===== src/rtl/rv32i_types.sv =====
// -----------------------------------------------------------------------------
// rv32i_types
// Shared types for the reservation stations.
//   - Default geometry constants (RS depth, ROB tag width, operand width).
//   - ALU operation encoding carried through the ALU station.
//   - rs_slot_t: one reservation-station slot at the default widths.
// No ports (package).
// -----------------------------------------------------------------------------
package rv32i_types;

    localparam int RS_DEPTH_DEF = 4;
    localparam int ROB_W_DEF    = 3;
    localparam int XLEN_DEF     = 32;
    localparam int OP_W_DEF     = 4;

    typedef enum logic [OP_W_DEF-1:0] {
        ALU_ADD  = 4'd0,
        ALU_SUB  = 4'd1,
        ALU_AND  = 4'd2,
        ALU_OR   = 4'd3,
        ALU_XOR  = 4'd4,
        ALU_SLL  = 4'd5,
        ALU_SRL  = 4'd6,
        ALU_SRA  = 4'd7,
        ALU_SLT  = 4'd8,
        ALU_SLTU = 4'd9
    } alu_op_e;

    typedef struct packed {
        logic [OP_W_DEF-1:0]  op;
        logic [ROB_W_DEF-1:0] rob_dest;
        logic                 wait1;
        logic [ROB_W_DEF-1:0] tag1;
        logic [XLEN_DEF-1:0]  q1;
        logic                 wait2;
        logic [ROB_W_DEF-1:0] tag2;
        logic [XLEN_DEF-1:0]  q2;
    } rs_slot_t;

endpackage


===== src/rtl/rs_age_select.sv =====
// -----------------------------------------------------------------------------
// rs_age_select
// Oldest-ready grant and older-than matrix update for a reservation station.
// age[i][j] = 1 means slot j is older than slot i.
// Ports:
//   busy      in   N     registered busy vector
//   ready     in   N     candidate vector (subset of busy)
//   alloc     in   N     one-hot slot being written this cycle
//   alloc_en  in   1     alloc is valid
//   age       in   NxN   registered older-than matrix
//   grant     out  N     one-hot oldest ready slot (0 when none ready)
//   age_next  out  NxN   matrix value for the next cycle
// -----------------------------------------------------------------------------
module rs_age_select #(
    parameter int N = 4
) (
    input  logic [N-1:0]        busy,
    input  logic [N-1:0]        ready,
    input  logic [N-1:0]        alloc,
    input  logic                alloc_en,
    input  logic [N-1:0][N-1:0] age,
    output logic [N-1:0]        grant,
    output logic [N-1:0][N-1:0] age_next
);

    // A ready slot wins when no other ready slot is older than it. Stale bits
    // for freed slots are harmless because freed slots are never ready.
    always_comb begin
        grant = '0;
        for (int i = 0; i < N; i++) begin
            grant[i] = ready[i] & ~|(age[i] & ready);
        end
    end

    // New slot: every current resident is older (row = busy), and nobody is
    // older-than the newcomer's stale identity (column cleared).
    always_comb begin
        age_next = age;
        for (int i = 0; i < N; i++) begin
            for (int j = 0; j < N; j++) begin
                if (alloc_en && alloc[j]) begin
                    age_next[i][j] = 1'b0;
                end
            end
        end
        for (int i = 0; i < N; i++) begin
            if (alloc_en && alloc[i]) begin
                age_next[i] = busy;
            end
        end
    end

endmodule


===== src/rtl/rs_alu_age.sv =====
// -----------------------------------------------------------------------------
// rs_alu_age
// ALU reservation station with oldest-first issue, multi-port CDB wakeup and
// pipeline flush.
// Optional feature macro: RS_CDB_BYPASS_EN -- when defined, a slot whose last
// waiting operand(s) match a valid CDB port is issue-ready in the same cycle
// and iss_qN is taken from the CDB.
// Ports:
//   clk, rst                 clock, synchronous active-high reset
//   flush                    squash all slots; suppresses dispatch and issue
//   disp_*                   dispatch request (valid/ready) and slot contents
//   cdb_valid/rob/data       CDB_PORTS broadcast ports, port 0 in the LSBs
//   iss_valid/ready          issue handshake to the ALU
//   iss_op/q1/q2/rob_dest    fields of the presented entry
//   occupancy                registered busy slot count
// Handshakes: a transfer happens on a rising edge where valid and ready are
// both 1. disp_ready depends only on registered state; iss_valid never waits
// on iss_ready, and while iss_ready is low the presented entry may be
// replaced by an older one that became ready.
// -----------------------------------------------------------------------------
module rs_alu_age
    import rv32i_types::*;
#(
    parameter int RS_DEPTH  = RS_DEPTH_DEF,
    parameter int ROB_W     = ROB_W_DEF,
    parameter int XLEN      = XLEN_DEF,
    parameter int CDB_PORTS = 1,
    parameter int OP_W      = OP_W_DEF
) (
    input  logic                          clk,
    input  logic                          rst,
    input  logic                          flush,
    input  logic                          disp_valid,
    output logic                          disp_ready,
    input  logic [OP_W-1:0]               disp_op,
    input  logic [ROB_W-1:0]              disp_rob_dest,
    input  logic                          disp_q1_wait,
    input  logic [ROB_W-1:0]              disp_q1_tag,
    input  logic [XLEN-1:0]               disp_q1_data,
    input  logic                          disp_q2_wait,
    input  logic [ROB_W-1:0]              disp_q2_tag,
    input  logic [XLEN-1:0]               disp_q2_data,
    input  logic [CDB_PORTS-1:0]          cdb_valid,
    input  logic [CDB_PORTS*ROB_W-1:0]    cdb_rob,
    input  logic [CDB_PORTS*XLEN-1:0]     cdb_data,
    output logic                          iss_valid,
    input  logic                          iss_ready,
    output logic [OP_W-1:0]               iss_op,
    output logic [XLEN-1:0]               iss_q1,
    output logic [XLEN-1:0]               iss_q2,
    output logic [ROB_W-1:0]              iss_rob_dest,
    output logic [$clog2(RS_DEPTH+1)-1:0] occupancy
);

    localparam int OCC_W = $clog2(RS_DEPTH + 1);

    typedef struct packed {
        logic [OP_W-1:0]  op;
        logic [ROB_W-1:0] rob_dest;
        logic             wait1;
        logic [ROB_W-1:0] tag1;
        logic [XLEN-1:0]  q1;
        logic             wait2;
        logic [ROB_W-1:0] tag2;
        logic [XLEN-1:0]  q2;
    } slot_t;

    slot_t                              slots [RS_DEPTH];
    slot_t                              new_slot;
    logic [RS_DEPTH-1:0]                busy, busy_next, ready, grant, alloc;
    logic [RS_DEPTH-1:0][RS_DEPTH-1:0]  age, age_next;
    logic [RS_DEPTH-1:0]                hit1, hit2;
    logic [XLEN-1:0]                    hdata1 [RS_DEPTH];
    logic [XLEN-1:0]                    hdata2 [RS_DEPTH];
    logic                               dhit1, dhit2;
    logic [XLEN-1:0]                    dhdata1, dhdata2;
    logic                               disp_fire, iss_fire;

    function automatic logic [OCC_W-1:0] popcount(input logic [RS_DEPTH-1:0] v);
        logic [OCC_W-1:0] c;
        c = '0;
        for (int i = 0; i < RS_DEPTH; i++) begin
            c = c + OCC_W'(v[i]);
        end
        return c;
    endfunction

    // Tag match against every CDB port. Scanning from the highest port down
    // lets the lowest matching port overwrite last, so it wins.
    always_comb begin
        logic [ROB_W-1:0] ptag;
        logic [XLEN-1:0]  pdata;
        hit1 = '0;
        hit2 = '0;
        dhit1 = 1'b0;
        dhit2 = 1'b0;
        dhdata1 = '0;
        dhdata2 = '0;
        ptag = '0;
        pdata = '0;
        for (int i = 0; i < RS_DEPTH; i++) begin
            hdata1[i] = '0;
            hdata2[i] = '0;
        end
        for (int p = CDB_PORTS - 1; p >= 0; p--) begin
            ptag  = cdb_rob[p*ROB_W +: ROB_W];
            pdata = cdb_data[p*XLEN +: XLEN];
            if (cdb_valid[p]) begin
                for (int i = 0; i < RS_DEPTH; i++) begin
                    if (slots[i].tag1 == ptag) begin
                        hit1[i]   = 1'b1;
                        hdata1[i] = pdata;
                    end
                    if (slots[i].tag2 == ptag) begin
                        hit2[i]   = 1'b1;
                        hdata2[i] = pdata;
                    end
                end
                if (disp_q1_tag == ptag) begin
                    dhit1   = 1'b1;
                    dhdata1 = pdata;
                end
                if (disp_q2_tag == ptag) begin
                    dhit2   = 1'b1;
                    dhdata2 = pdata;
                end
            end
        end
    end

    always_comb begin
        ready = '0;
        for (int i = 0; i < RS_DEPTH; i++) begin
`ifdef RS_CDB_BYPASS_EN
            ready[i] = busy[i] & (~slots[i].wait1 | hit1[i]) & (~slots[i].wait2 | hit2[i]);
`else
            ready[i] = busy[i] & ~slots[i].wait1 & ~slots[i].wait2;
`endif
        end
    end

    // Lowest-index free slot, one-hot.
    always_comb begin
        alloc = '0;
        for (int i = RS_DEPTH - 1; i >= 0; i--) begin
            if (!busy[i]) begin
                alloc    = '0;
                alloc[i] = 1'b1;
            end
        end
    end

    assign disp_ready = ~&busy;
    assign disp_fire  = disp_valid & disp_ready & ~flush;
    assign iss_valid  = (|grant) & ~flush;
    assign iss_fire   = iss_valid & iss_ready;

    rs_age_select #(.N(RS_DEPTH)) u_age (
        .busy     (busy),
        .ready    (ready),
        .alloc    (alloc),
        .alloc_en (disp_fire),
        .age      (age),
        .grant    (grant),
        .age_next (age_next)
    );

    // Dispatch-time capture: an operand produced on the CDB this very cycle
    // is stored as already resolved.
    always_comb begin
        new_slot.op       = disp_op;
        new_slot.rob_dest = disp_rob_dest;
        new_slot.tag1     = disp_q1_tag;
        new_slot.tag2     = disp_q2_tag;
        new_slot.wait1    = disp_q1_wait & ~dhit1;
        new_slot.wait2    = disp_q2_wait & ~dhit2;
        new_slot.q1       = (disp_q1_wait & dhit1) ? dhdata1 : disp_q1_data;
        new_slot.q2       = (disp_q2_wait & dhit2) ? dhdata2 : disp_q2_data;
    end

    always_comb begin
        iss_op       = '0;
        iss_rob_dest = '0;
        iss_q1       = '0;
        iss_q2       = '0;
        for (int i = 0; i < RS_DEPTH; i++) begin
            if (grant[i]) begin
                iss_op       = slots[i].op;
                iss_rob_dest = slots[i].rob_dest;
`ifdef RS_CDB_BYPASS_EN
                iss_q1       = slots[i].wait1 ? hdata1[i] : slots[i].q1;
                iss_q2       = slots[i].wait2 ? hdata2[i] : slots[i].q2;
`else
                iss_q1       = slots[i].q1;
                iss_q2       = slots[i].q2;
`endif
            end
        end
    end

    always_comb begin
        if (flush) begin
            busy_next = '0;
        end else begin
            busy_next = (busy & ~(iss_fire ? grant : '0)) | (disp_fire ? alloc : '0);
        end
    end

    always_ff @(posedge clk) begin
        if (rst) begin
            busy      <= '0;
            age       <= '0;
            occupancy <= '0;
        end else begin
            busy      <= busy_next;
            occupancy <= popcount(busy_next);
            age       <= flush ? '0 : age_next;
            if (!flush) begin
                for (int i = 0; i < RS_DEPTH; i++) begin
                    if (busy[i] && slots[i].wait1 && hit1[i]) begin
                        slots[i].wait1 <= 1'b0;
                        slots[i].q1    <= hdata1[i];
                    end
                    if (busy[i] && slots[i].wait2 && hit2[i]) begin
                        slots[i].wait2 <= 1'b0;
                        slots[i].q2    <= hdata2[i];
                    end
                    if (disp_fire && alloc[i]) begin
                        slots[i] <= new_slot;
                    end
                end
            end
        end
    end

endmodule

===== config.mk =====
export PLATFORM = sky130hd
export DESIGN_NAME = rs_alu_age
export DESIGN_NICKNAME = d
export VERILOG_FILES = /design/src/rtl/rv32i_types.sv /design/src/rtl/rs_age_select.sv /design/src/rtl/rs_alu_age.sv
export SDC_FILE = /design/constraint.sdc
export NUM_CORES = 1
export LEC_CHECK = 0
export CAP_MARGIN = 20
export CORE_MARGIN = 5
export CORE_UTILIZATION = 54
export CTS_CLUSTER_DIAMETER = 120
export DETAILED_ROUTE_END_ITERATION = 16
export MAX_ROUTING_LAYER = met4
export PLACE_DENSITY = 0.78
export SLEW_MARGIN = 20
export SYNTH_ARGS = -nofsm -noshare
export SYNTH_HDL_FRONTEND = slang
export SYNTH_HIERARCHICAL = 1
export SYNTH_SLANG_ARGS = --single-unit

===== constraint.sdc =====
create_clock -name clk -period 9.1 [get_ports clk]
set_input_delay 0.91 -clock clk [delete_from_list [all_inputs] [get_ports clk]]
set_output_delay 0.91 -clock clk [all_outputs]
set_load 0.03 [all_outputs]

==> results.yml <==
run_status:
  run_status: "complete, no violations"
sta:
  finalHoldViolCount: 0
  worst_pin_slew_ps: 1150
  fin_crit_ps: 6300
  fin_skew_ps: 16.5
  relSlewSlack_pct: 23.2
  drv_slew: 0
  setup_violations: 0
  fin_setup_tns_ps: 0
  fin_crit_sh_pct: 69.3
  rsz0062_at_grt: "false"
  fmax_ghz: 0.159
detailed_routing:
  drt_iter0_drc: 1218
  vias_per_cell: 6.77
  route.detailed.drc: 0
  routedWlPerCell_um: 26.2
  drt_first_pass_iters: 5
  postRouteAntennaNets: 0
  num_vias: 11800
  drt-total-wl_mm: 45.7
logic_synthesis:
  synth_warnings: 6
  yosys.area_share.simple_pct: 8.76
  syn_area_um2: 16400
  synthXorXnorAreaFrac_pct: 1.88
  synth_compound_area_share_pct: 22.4
  synth_fa_ha_area_share_pct: 0.275
  synth-seq-cells: 339
  synth_top_family_by_area: "compound AO/OA/AOI/OAI gates"
  yosys.area.top_type: "edfxtp_1"
  synthMuxAreaShare_pct: 1.42
  netlist.area_leader.share_pct: 57.9
  syn_inst: 1221
  ys_types: 44
  synth_fp_nets: 1344
  synth.top_cells.by_area: "edfxtp_1 58%, a22o_1 14%, a221oi_1 3.8%"
  postSynthAreaPerCell_um2: 13.4
  seq_area_frac_synth_pct: 60.7
grt:
  grt_pass1_wl_mm: 68.7
  grt_max_degree: 91
  grt.total_usage_pct: 27.0
  grt_overflow_total: 0
  grt_pass1_vias: 11800
  antenna_found_initial: 2
critical_path:
  worstSetupPathType: "flop to primary output"
  cpMaxStageDelayCell: "clkdlybuf4s50_1"
  cp_data_arrival_time_ps: 5390
  worst_ep_required_time_ps: 8190
  cp_max_fo: 74
  worstPathCellList: "inv_1 -> nor3_1 -> a22oi_1 -> and4b_2 -> buf_4 -> nor2b_4 -> buf_4 -> a221oi_1 -> o31ai_1 -> clkdlybuf4s50_1"
  path_buf_inv: 4
  start_kind: "flop"
  end_kind: "primary output"
  reg2regPathDepth: 11
  max_stage_delay_ps: 780
  cpMostUsedCell: "buf_4"
  critPathTopFamily: "buffers and inverters"
  crit_cells: 10
final_layout:
  post-route-util_pct: 65.2
  final_nets: 1450
  area.sequential_um2: 9950
  final_area_um2: 19400
  fin_cells: 1743
  area_growth_pct: 18.5
  drive_gt1_share_pct: 8.59
  multi_input_area_um2: 5780
  fillers: 2156
floorplanning:
  pin_count: 196
  rows: 63
  core_area_um2: 29800
  initial_core_util_pct: 55.0
  die_h_um: 184
  die_w_um: 184
  dieArea_um2: 33900
power:
  p_total_mw: 3.29
  power.leakage_nw: 6.30
  ir_worst_vdd_v: 0.000132
  power_density_nw_per_um2: 169
clock_network:
  cts_root_buf: "clkbuf_16"
  clk_latency_ps: 520
  h-tree-depth: 2
  post_cts.repair.setup_buffers: 0
  clk_pin_slew_worst_paths_ps: 60
  numClockSinks: 339
  cts_buffers: 36
  clock_path_buffers: 3
  cts_tree: "yes"
  cts.repair.resized: 0
  ctsHoldBuffers: 0
job:
  maxCapViolations: 0
place:
  port_buffers: 195
  place_congestion: 0.881
  dp.cells: 1678
  dp_hpwl_mm: 26.4
  placed_cell_area_um2: 18300
hold_path:
  hp-class: "flop to flop"
  worstHoldPathCells: 2
[worst register-to-register path: cells and delay by family (launching register included)]
kind	cells	cell delay (ps)
buffers and inverters	3	760
AND/OR/NAND/NOR	3	890
flip-flops	1	580
AO/OA/AOI/OAI	2	730
adder cells (fa/ha/maj)	3	950
[path summary, 6_finish.rpt]
| path | start | end | slack, ps |
|---|---|---|---|
| worst max-delay path | busy[0]$_SDFF_PP0_ | iss_q2[5] | 2800 |
| worst min-delay path | age[3]$_SDFF_PP0_ | age[3]$_SDFF_PP0_ | 570 |
| worst max register to register | busy[0]$_SDFF_PP0_ | occupancy[1]$_SDFF_PP0_ | 5070 |
| worst min register to register | age[3]$_SDFF_PP0_ | age[3]$_SDFF_PP0_ | 570 |
[synth_stat cells (all sizes together)]
| library cell | number |
|---|---|
| and2b | 1 |
| inv | 7 |
| nand4b | 3 |
| o31ai | 71 |
| o21ai | 10 |
| nand2 | 96 |
| edfxtp | 316 |
| nor2b | 75 |
| nor3b | 4 |
| a22o | 256 |
| nor3 | 1 |
| nand4 | 11 |
| a311o | 2 |
| a32o | 12 |
| nand3 | 3 |
| buf | 91 |
| or2 | 2 |
| and3b | 1 |
| and4b | 8 |
| ha | 2 |
| nor4 | 1 |
| clkbuf | 51 |
| xnor2 | 30 |
| mux2 | 4 |
| dfxtp | 23 |
| a221oi | 71 |
| mux2i | 8 |
| fa | 1 |
| and2 | 21 |
| a21oi | 2 |
| a22oi | 5 |
| nor2 | 28 |
| o21a | 4 |
[through the flow]
step,setup slack [ps],hold slack [ps]
after floorplan,5310,536
after global placement,3680,555
after detailed placement,3480,560
after CTS,2910,570
after global routing,2540,616
final,2800,568
[kinds of logic (layout without fill, tap and decap cells)]
kind of cell	after synthesis	count (layout)
multiplexers	12	12
XOR/XNOR	30	30
AND/OR/NAND/NOR	255	255
flip-flops	339	339
AO/OA/AOI/OAI	433	433
other	0	2
buffers and inverters	149	279
adder cells (fa/ha/maj)	3	3
[layout make-up]
| type | instances | area share (%) |
|---|---|---|
| sequential | 339 | 51.2 |
| multi-input combinational | 733 | 29.8 |
| timing repair buffer | 210 | 10.7 |
| clock buffer | 47 | 5.17 |
| tap | 390 | 2.51 |
| clock inverter | 15 | 0.412 |
| inverter | 7 | 0.135 |
| antenna | 2 | 0.0258 |
[report_power, final]
group | leakage, nW | internal (mW) | switching [mW] | total (mW)
clock | 0.541 | 0.777 | 0.586 | 1.36
combinational | 2.67 | 0.0928 | 0.119 | 0.211
sequential | 3.09 | 1.71 | 0.00546 | 1.71
total | 6.30 | 2.58 | 0.711 | 3.29
[per-layer routing]
layer / global-route usage (%) / part of all wire (%) / up-vias
li1: - / - / 5096
met1: 36.3 / 39 / 5921
met2: 42.7 / 48 / 695
met3: 4.48 / 9.5 / 95
met4: 8.34 / 2.9 / 0
met5: - / 0 / -
[sequential cells by signal, indices dropped and copies added (netlist names)]
name	flops
occupancy	3
busy	4
slots	316
age	16
[cells in the final DEF (no fill, tap or decap), types with 11 or more instances in the layout]
cell type,Yosys,layout
a221oi_1,71,71
a22o_1,256,256
a32o_1,12,12
and2_1,21,17
buf_4,7,14
clkbuf_16,0,38
clkdlybuf4s50_1,0,195
dfxtp_1,23,23
edfxtp_1,316,316
nand2_1,93,93
nand4_1,11,11
nor2_1,25,17
nor2b_1,75,74
o31ai_1,71,71
xnor2_1,24,24
(Power assumes the default switching activity.)
